--- src/rtl/csr_timer_int.sv ---
// Exception-configuration/status CSRs, a countdown timer with interrupt flag,
// and a 64-bit free-running counter, all behind a single CSR access port.
module csr_timer_int #(
    parameter int HW_INT_NUM  = 8,
    parameter int TIMER_WIDTH = 32
) (
    input  logic                  clk,
    input  logic                  reset,
    input  logic                  csr_we,
    input  logic [13:0]           csr_num,
    input  logic [31:0]           csr_wmask,
    input  logic [31:0]           csr_wvalue,
    output logic [31:0]           csr_rvalue,
    output logic                  csr_hit,
    input  logic [HW_INT_NUM-1:0] hw_int_in,
    input  logic                  ipi_int_in,
    input  logic                  crmd_ie,
    output logic                  has_int,
    output logic [63:0]           stable_cnt
);

    localparam logic [13:0] CSR_ECFG  = 14'h004;
    localparam logic [13:0] CSR_ESTAT = 14'h005;
    localparam logic [13:0] CSR_TID   = 14'h040;
    localparam logic [13:0] CSR_TCFG  = 14'h041;
    localparam logic [13:0] CSR_TVAL  = 14'h042;
    localparam logic [13:0] CSR_TICLR = 14'h044;

    // Software bits 1:0, timer 11, IPI 12, plus one bit per implemented hw line.
    localparam logic [12:0] LIE_MASK = 13'h1803 | 13'(((1 << HW_INT_NUM) - 1) << 2);

    logic [12:0]            lie_q, lie_d;
    logic [1:0]             is_sw_q, is_sw_d;
    logic [HW_INT_NUM-1:0]  is_hw_q, is_hw_d;
    logic                   ti_q, ti_d;
    logic                   ipi_q, ipi_d;
    logic [31:0]            tid_q, tid_d;
    logic [TIMER_WIDTH-1:0] tcfg_q, tcfg_d;
    logic [TIMER_WIDTH-1:0] timer_q, timer_d;
    logic                   stopped_q, stopped_d;
    logic [63:0]            stable_cnt_q, stable_cnt_d;

    logic [12:0]            is_vec;
    logic                   wr_ecfg, wr_estat, wr_tid, wr_tcfg, wr_ticlr;
    logic                   ti_clear, expire;
    logic [31:0]            ecfg_m, estat_m;

    always_comb begin
        is_vec                  = '0;
        is_vec[1:0]             = is_sw_q;
        is_vec[2 +: HW_INT_NUM] = is_hw_q;
        is_vec[11]              = ti_q;
        is_vec[12]              = ipi_q;
    end

    always_comb begin
        csr_hit    = 1'b1;
        csr_rvalue = '0;
        case (csr_num)
            CSR_ECFG:  csr_rvalue = {19'b0, lie_q};
            CSR_ESTAT: csr_rvalue = {19'b0, is_vec};
            CSR_TID:   csr_rvalue = tid_q;
            CSR_TCFG:  csr_rvalue = 32'(tcfg_q);
            CSR_TVAL:  csr_rvalue = 32'(timer_q);
            CSR_TICLR: csr_rvalue = '0;
            default:   csr_hit    = 1'b0;
        endcase
    end

    always_comb begin
        wr_ecfg  = csr_we && (csr_num == CSR_ECFG);
        wr_estat = csr_we && (csr_num == CSR_ESTAT);
        wr_tid   = csr_we && (csr_num == CSR_TID);
        wr_tcfg  = csr_we && (csr_num == CSR_TCFG);
        wr_ticlr = csr_we && (csr_num == CSR_TICLR);

        ecfg_m  = ({19'b0, lie_q} & ~csr_wmask) | (csr_wvalue & csr_wmask);
        estat_m = ({30'b0, is_sw_q} & ~csr_wmask) | (csr_wvalue & csr_wmask);

        lie_d   = wr_ecfg  ? (ecfg_m[12:0] & LIE_MASK) : lie_q;
        is_sw_d = wr_estat ? estat_m[1:0] : is_sw_q;
        is_hw_d = hw_int_in;
        ipi_d   = ipi_int_in;
        tid_d   = wr_tid ? ((tid_q & ~csr_wmask) | (csr_wvalue & csr_wmask)) : tid_q;
        tcfg_d  = wr_tcfg ? ((tcfg_q & ~csr_wmask[TIMER_WIDTH-1:0]) |
                             (csr_wvalue[TIMER_WIDTH-1:0] & csr_wmask[TIMER_WIDTH-1:0]))
                          : tcfg_q;

        // A TCFG write in the expiry cycle reloads the timer and suppresses TI.
        expire    = tcfg_q[0] && !stopped_q && (timer_q == '0) && !wr_tcfg;
        ti_clear  = wr_ticlr && csr_wvalue[0] && csr_wmask[0];
        timer_d   = timer_q;
        stopped_d = stopped_q;
        if (wr_tcfg) begin
            timer_d   = {tcfg_d[TIMER_WIDTH-1:2], 2'b00};
            stopped_d = 1'b0;
        end else if (tcfg_q[0] && !stopped_q) begin
            if (timer_q != '0) begin
                timer_d = timer_q - TIMER_WIDTH'(1);
            end else if (tcfg_q[1]) begin
                timer_d = {tcfg_q[TIMER_WIDTH-1:2], 2'b00};
            end else begin
                timer_d   = '1;
                stopped_d = 1'b1;
            end
        end

        ti_d         = expire ? 1'b1 : (ti_clear ? 1'b0 : ti_q);
        stable_cnt_d = stable_cnt_q + 64'd1;
    end

    // NOTE: sequential state uses non-blocking assignments so every flop samples
    // its _d value from before the edge, independent of statement order.
    always_ff @(posedge clk or posedge reset) begin
        if (reset) begin
            lie_q        <= '0;
            is_sw_q      <= '0;
            is_hw_q      <= '0;
            ti_q         <= 1'b0;
            ipi_q        <= 1'b0;
            tid_q        <= '0;
            tcfg_q       <= '0;
            timer_q      <= '0;
            stopped_q    <= 1'b0;
            stable_cnt_q <= '0;
        end else begin
            lie_q        <= lie_d;
            is_sw_q      <= is_sw_d;
            is_hw_q      <= is_hw_d;
            ti_q         <= ti_d;
            ipi_q        <= ipi_d;
            tid_q        <= tid_d;
            tcfg_q       <= tcfg_d;
            timer_q      <= timer_d;
            stopped_q    <= stopped_d;
            stable_cnt_q <= stable_cnt_d;
        end
    end

    assign has_int    = crmd_ie & (|(is_vec & lie_q));
    assign stable_cnt = stable_cnt_q;

endmodule

--- config.mk ---
export PLATFORM = sky130hd
export DESIGN_NAME = csr_timer_int
export DESIGN_NICKNAME = d
export VERILOG_FILES = /design/src/rtl/csr_timer_int.sv
export SDC_FILE = /design/constraint.sdc
export NUM_CORES = 1
export LEC_CHECK = 0
export ABC_CLOCK_PERIOD_IN_PS = 8410
export BUFFER_PORTS_ARGS = -buffer_cell sky130_fd_sc_hd__buf_2
export CAP_MARGIN = 25
export CORE_MARGIN = 2
export CORE_UTILIZATION = 55
export DETAILED_ROUTE_END_ITERATION = 10
export PLACE_DENSITY = 0.79
export SETUP_SLACK_MARGIN = 0.5
export SYNTH_ARGS = -nofsm -noshare
export SYNTH_HDL_FRONTEND = slang
export SYNTH_SLANG_ARGS = --single-unit
--- constraint.sdc ---
create_clock -name clk -period 8.41 [get_ports clk]
set_input_delay 2.1025 -clock clk [delete_from_list [all_inputs] [get_ports clk]]
set_output_delay 2.1025 -clock clk [all_outputs]
set_load 0.02 [all_outputs]
==> impl_metrics.toml, run 1 <==
[sta]
fin_crit_sh_pct = 78.26
fin_worst_skew_ns = 0.009732
worstMarginPinSlew_ns = 0.9121
max_freq_ghz = 0.1519
rsz0062_at_grt = "no"
finalSetupViolCount = 0
tns_ns = 0
timing.slew.headroom_pct = 39.19
slew_violations = 0
finalHoldViolations = 0
setup_ws_ns = 1.828
min_period_ns = 6.582

[layout]
syn_to_final_growth_pct = 17.33
final_common_cell = "buf_2"
finalInstanceArea_um2 = 12120
mostFrequentLayoutCells = "buf_2, dfrtp_1, nand2_1, nor2_1, mux2_2"
final_core_util_pct = 65.23
drive_gt1_share_pct = 28.75
layout.nets = 1302
num-fill-cells = 1483

[power]
peakVddDrop_v = 0.0001363
clkPwrFrac_pct = 46.3
switching_share_pct = 23.88
intPower_mw = 1.383
power.leakage_nw = 5.905
sequentialPowerShare_pct = 49.2
p_comb_share_pct = 4.5
switching_power_mw = 0.4339
powerDensity_nw_per_um2 = 149.9

[grt]
grtUsageTotal_pct = 28.19
gr-total-overflow = 0
grt_pass1_wl_um = 44600
gr-max-usage-layer = "met2"
grt_max_degree = 117
grt_pass1_vias = 8850
met2_usage_pct = 45.75
antenna_found_initial = 5
met3_usage_pct = 7.948
met1_usage_pct = 35.04

[setup_path]
worst_setup_path_start_kind = "input pin"
crit_path_max_incr_delay_ns = 0.68
cp_num_buf_inv = 3
cpMostUsedCell = "buf_2"
slowest_stage = "nor2_1"
cp.required_ns = 6.31
crit_type = "input pin to output port"
crit_chain = "buf_2 > nor4_1 > nand4_1 > buf_4 > nor2_1 > a222oi_1 > o21ai_0 > buf_2"
arrival_ns = 4.48
critPathMaxFanout = 25
crit_path_start = "csr_num[9]"
reg2reg_from = "timer_q[0]"
crit_path_end_kind = "output port"
critical-path-top-delay-family = "simple AND/OR/NAND/NOR gates"

[cts]
post_cts_resize_count = 0
cts.htree.levels = 4
hold_buffers = 0
cts_tree = "yes"
clockBufferDepth = 2
cts_setup_buffers = 0
clock_latency_ns = 0.44
cts-root-buf = "clkbuf_16"
clock-sinks = 185
clk_pin_slew_ns = 0.07
cts_made_buffers = 17

[drt]
vias = 9055
via_per_inst = 6.211
postRouteAntennaNets = 0
drt_iter0_markers = 745
drt-total-wl_um = 27950
drcViolationCount = 0
drt-pass1-iter-count = 7
routedWlPerCell_um = 19.17

[floorplan]
dieArea_um2 = 19890
io_pins = 189
rows = 50
fp.dieH_um = 141.0
core_area_um2 = 18580
die_w_um = 141.0
start_util_pct = 55.60

[synthesis]
yosys_warnings = 0
synthArstFlopShare_pct = 100.0
syn_area_per_cell_um2 = 9.952
synth_edf_count = 0
synth_seq_cells = 185
ys_types = 62
synth_top_flop_cell = "dfrtp_1"
synthesis.area_um2 = 10330
ys_seq_area_share_pct = 44.82
synth_nets = 1132
syn_inst = 1038

[status]
status = "completed"

[placed_design]
place_hpwl_um = 19410
postPlaceCellArea_um2 = 11440
place_congestion = 0.9168
pre_cts_ws_ns = 1.914
numPortBuffers = 188

[job]
cap_violations = 0

[worst_hold_path]
hp-start = "stable_cnt[63]"
hp-class = "flop to flop"
==> cells in the mapped netlist (all sizes together) (17+ instances only) <==
master,n,area (um2)
dfrtp,185,4629
nand2,122,457.9
nor2,94,352.8
mux2,89,1002
mux2i,64,640.6
nand3,40,200.2
xnor2,37,324.1
xor2,37,324.1
clkbuf,36,135.1
nor3,33,175.2
a21oi,29,145.1
and3,27,170.2
nor4,26,162.7
nand4,20,131.4
buf,17,113.9
==> cell families (layout without fill, tap and decap cells) <==
logic type,after synthesis,after routing,share of synthesized area [%]
xor+xnor,74,74,6.274
other cells,0,3,0
simple gates,424,424,20.32
fa+ha+maj,3,3,0.3634
buf+inv,68,251,2.955
compound gates,131,131,9.363
flops,185,185,44.82
mux,153,153,15.90
==> worst reg2reg max path: stages, from the launching register on <==
cell     delay, ns
dfrtp_1       0.46
inv_1         0.11
ha_1          0.14
or4b_2        0.64
nor4_1        0.28
nand4_1       0.49
buf_8         0.34
o31a_1        0.26
a211o_1       0.29
==> stage by stage <==
stage / hold slack, ns / cells / power [mW]
after floorplan: 0.4762 / 1038 / 0.9462
after global placement: 0.4527 / 1419 / 0.9895
after detailed placement: 0.4519 / 1420 / 0.9907
after CTS: 0.4708 / 1452 / 1.832
after global routing: 0.4851 / 1456 / 1.876
final: 0.4679 / 1458 / 1.817
==> power groups by stage <==
stage / combinational [mW] / clock (mW) / sequential, mW
after floorplan: 0.0358 / 0 / 0.910
after global placement: 0.0788 / 0 / 0.911
after detailed placement: 0.0800 / 0 / 0.911
after CTS: 0.0807 / 0.858 / 0.893
after global routing: 0.0900 / 0.892 / 0.893
final: 0.0815 / 0.842 / 0.893
==> final cells by class <==
type                    instances  area, um2  share of cell area, %
diodes                          3      7.507                0.06194
clock buffers                  18      439.2                  3.623
clock inverters                14      182.7                  1.507
inverters                      15      61.31                 0.5058
multi-input cells             785       5418                  44.70
flip-flops and latches        185       4629                  38.20
well taps                     234      292.8                  2.416
repair buffers                204       1090                  8.991
==> per-layer routing <==
| layer | up-vias | part of all wire (%) |
|---|---|---|
| met4 | 4 | 3.5 |
| met5 | - | 0.10 |
| met2 | 371 | 48 |
| met3 | 80 | 7.9 |
| met1 | 4465 | 41 |
| li1 | 4135 | - |
==> final timing paths <==
check / end / slack, ns / cells past startpoint
min in group asynchronous: is_hw_q[7] / 1.68 / 2
hold / removal: stable_cnt[63] / 0.47 / 1
setup / recovery: csr_rvalue[4] / 1.83 / 8
max in group asynchronous: asynchronous set/reset pin / 5.06 / 4
setup reg to reg: timer_q[22] / 5.30 / 8
hold reg to reg: stable_cnt[63] / 0.47 / 1
(Power assumes the default switching activity.)
==> inputs of run 2 (changes only) <==
--- a/config.mk
+++ b/config.mk
@@ -5,7 +5,7 @@
 export SDC_FILE = /design/constraint.sdc
 export NUM_CORES = 1
 export LEC_CHECK = 0
-export ABC_CLOCK_PERIOD_IN_PS = 8410
+export ABC_CLOCK_PERIOD_IN_PS = 6500
 export BUFFER_PORTS_ARGS = -buffer_cell sky130_fd_sc_hd__buf_2
 export CAP_MARGIN = 25
 export CORE_MARGIN = 2
==> constraint.sdc (replaced) <==
create_clock -name clk -period 6.5 [get_ports clk]
set_input_delay 1.625 -clock clk [delete_from_list [all_inputs] [get_ports clk]]
set_output_delay 1.625 -clock clk [all_outputs]
set_load 0.02 [all_outputs]
==> run 2 against run 1 <==
Effect of this change:
- worst setup slack got worse by 0.96 ns
- power rose by 26%
- sequential cell count is the same
- sequential share of layout area increased by 0.21 points
- die area is the same
- final cell count about the same
- first-iteration DRC count fell by 7.4%
- utilization decreased by 0.36 points
- worst hold slack improved by 0.0052 ns
- sequential power grew 30%
- critical endpoint is now csr_rvalue[3]
==> impl_metrics.toml, run 2 (synthesis results as in run 1) <==
[sta]
worstMarginPinSlew_ns = 1.198
fin_worst_skew_ns = 0.01378
finalHoldViolations = 0
tns_ns = 0
slew_violations = 0
finalSetupViolCount = 0
fin_crit_sh_pct = 86.63
hold_slack_ns = 0.4731
timing.slew.headroom_pct = 19.26
max_freq_ghz = 0.1776
rsz0062_at_grt = "no"
setup_ws_ns = 0.8693
min_period_ns = 5.631

[power]
p_comb_share_pct = 4.5
peakVddDrop_v = 0.0001816
switching_power_mw = 0.5462
power.leakage_nw = 5.866
sequentialPowerShare_pct = 50.5
p_total_mw = 2.288
powerDensity_nw_per_um2 = 189.8
switching_share_pct = 23.87
intPower_mw = 1.742
clkPwrFrac_pct = 44.9

[placed_design]
numPortBuffers = 188
placed_cells = 1421
place_hpwl_um = 19110
place_congestion = 0.8817
postPlaceCellArea_um2 = 11470
pre_cts_ws_ns = 0.9492

[cts]
cts-root-buf = "clkbuf_16"
cts_made_buffers = 17
cts_setup_buffers = 0
clock_latency_ns = 0.44
cts.htree.levels = 4
clk_pin_slew_ns = 0.07
hold_buffers = 0
clockBufferDepth = 2
clock-sinks = 185
cts_tree = "yes"
post_cts_resize_count = 0

[grt]
grt_pass1_vias = 8813
grt_max_degree = 186
gr-total-overflow = 0
grt_pass1_wl_um = 44280
grtUsageTotal_pct = 27.80
antenna_found_initial = 6

[layout]
finalInstanceArea_um2 = 12050
syn_to_final_growth_pct = 16.69
layout.nets = 1300
final_core_util_pct = 64.88
drive_gt1_share_pct = 28.55
final_cells = 1457
final_common_cell = "buf_2"
mostFrequentLayoutCells = "buf_2, dfrtp_1, nand2_1, nor2_1, mux2_2"

[status]
status = "completed"

[setup_path]
r2r_cells = 8
crit_chain = "buf_2 > nor4_1 > nand3_1 > nor4b_2 > buf_4 > a222oi_1 > o21ai_0 > buf_2"
reg2reg_to = "timer_q[3]"
reg2reg_slack_ns = 3.54
crit_path_max_incr_delay_ns = 0.65
reg2reg_from = "timer_q[0]"
cp.required_ns = 4.88
crit_type = "input pin to output port"
crit_path_end_kind = "output port"
arrival_ns = 4.01
slowest_stage = "nor4_1"
critPathMaxFanout = 14
worst_setup_path_start_kind = "input pin"
cpMostUsedCell = "buf_2"

[drt]
routedWlPerCell_um = 18.88
vias = 8929
drt-total-wl_um = 27510
drt_iter0_markers = 690
via_per_inst = 6.128
drcViolationCount = 0
drt-pass1-iter-count = 7
postRouteAntennaNets = 0

[floorplan]
rows = 50
core_area_um2 = 18580
dieArea_um2 = 19890
die_w_um = 141.0
fp.dieH_um = 141.0
io_pins = 189
start_util_pct = 55.60

[worst_hold_path]
whs_path_depth = 1
holdPathEnd = "stable_cnt[63]"
hp-start = "stable_cnt[63]"
hp-class = "flop to flop"

[job]
cap_violations = 0
run 2: worst max-delay path by stage:
stage | start | end | slack [ns] | depth (start not counted)
5_1_grt | csr_num[3] | csr_rvalue[5] | 0.72 | 8
6_report | csr_num[9] | csr_rvalue[3] | 0.87 | 8
4_1_cts | csr_num[3] | csr_rvalue[3] | 0.96 | 8
3_3_place_gp | csr_num[3] | csr_rvalue[12] | 1.07 | 8
2_1_floorplan | csr_num[9] | csr_rvalue[0] | 1.35 | 6
3_5_place_dp | csr_num[3] | csr_rvalue[3] | 0.95 | 8
run 2: worst max-delay path: cells and delay by family:
family / cells / cell delay (ns)
AO/OA/AOI/OAI: 2 / 0.31
buffers and inverters: 3 / 0.56
AND/OR/NAND/NOR: 3 / 1.52
run 2: layout make-up:
cell class,instances,area (um2)
tap,234,292.8
clock buffer,19,442.9
fill,1468,6526
timing repair buffer,202,1066
sequential,185,4629
clock inverter,13,135.1
inverter,15,60.06
multi-input combinational,785,5418
antenna,4,10.01
run 2: per-layer routing:
layer	vias up	wire (um)	global-route usage, %
met5	-	27	0
met1	4361	11490	35.68
met4	4	746	11.11
met3	66	2052	6.895
met2	374	13190	45.55
li1	4124	-	-
run 2: power groups by stage:
stage	registers, mW	logic, mW	clock network (mW)
3_5_place_dp	1.18	0.105	0
3_3_place_gp	1.18	0.104	0
6_report	1.16	0.104	1.03
4_1_cts	1.16	0.105	1.04
5_1_grt	1.16	0.115	1.09
2_1_floorplan	1.18	0.0465	0
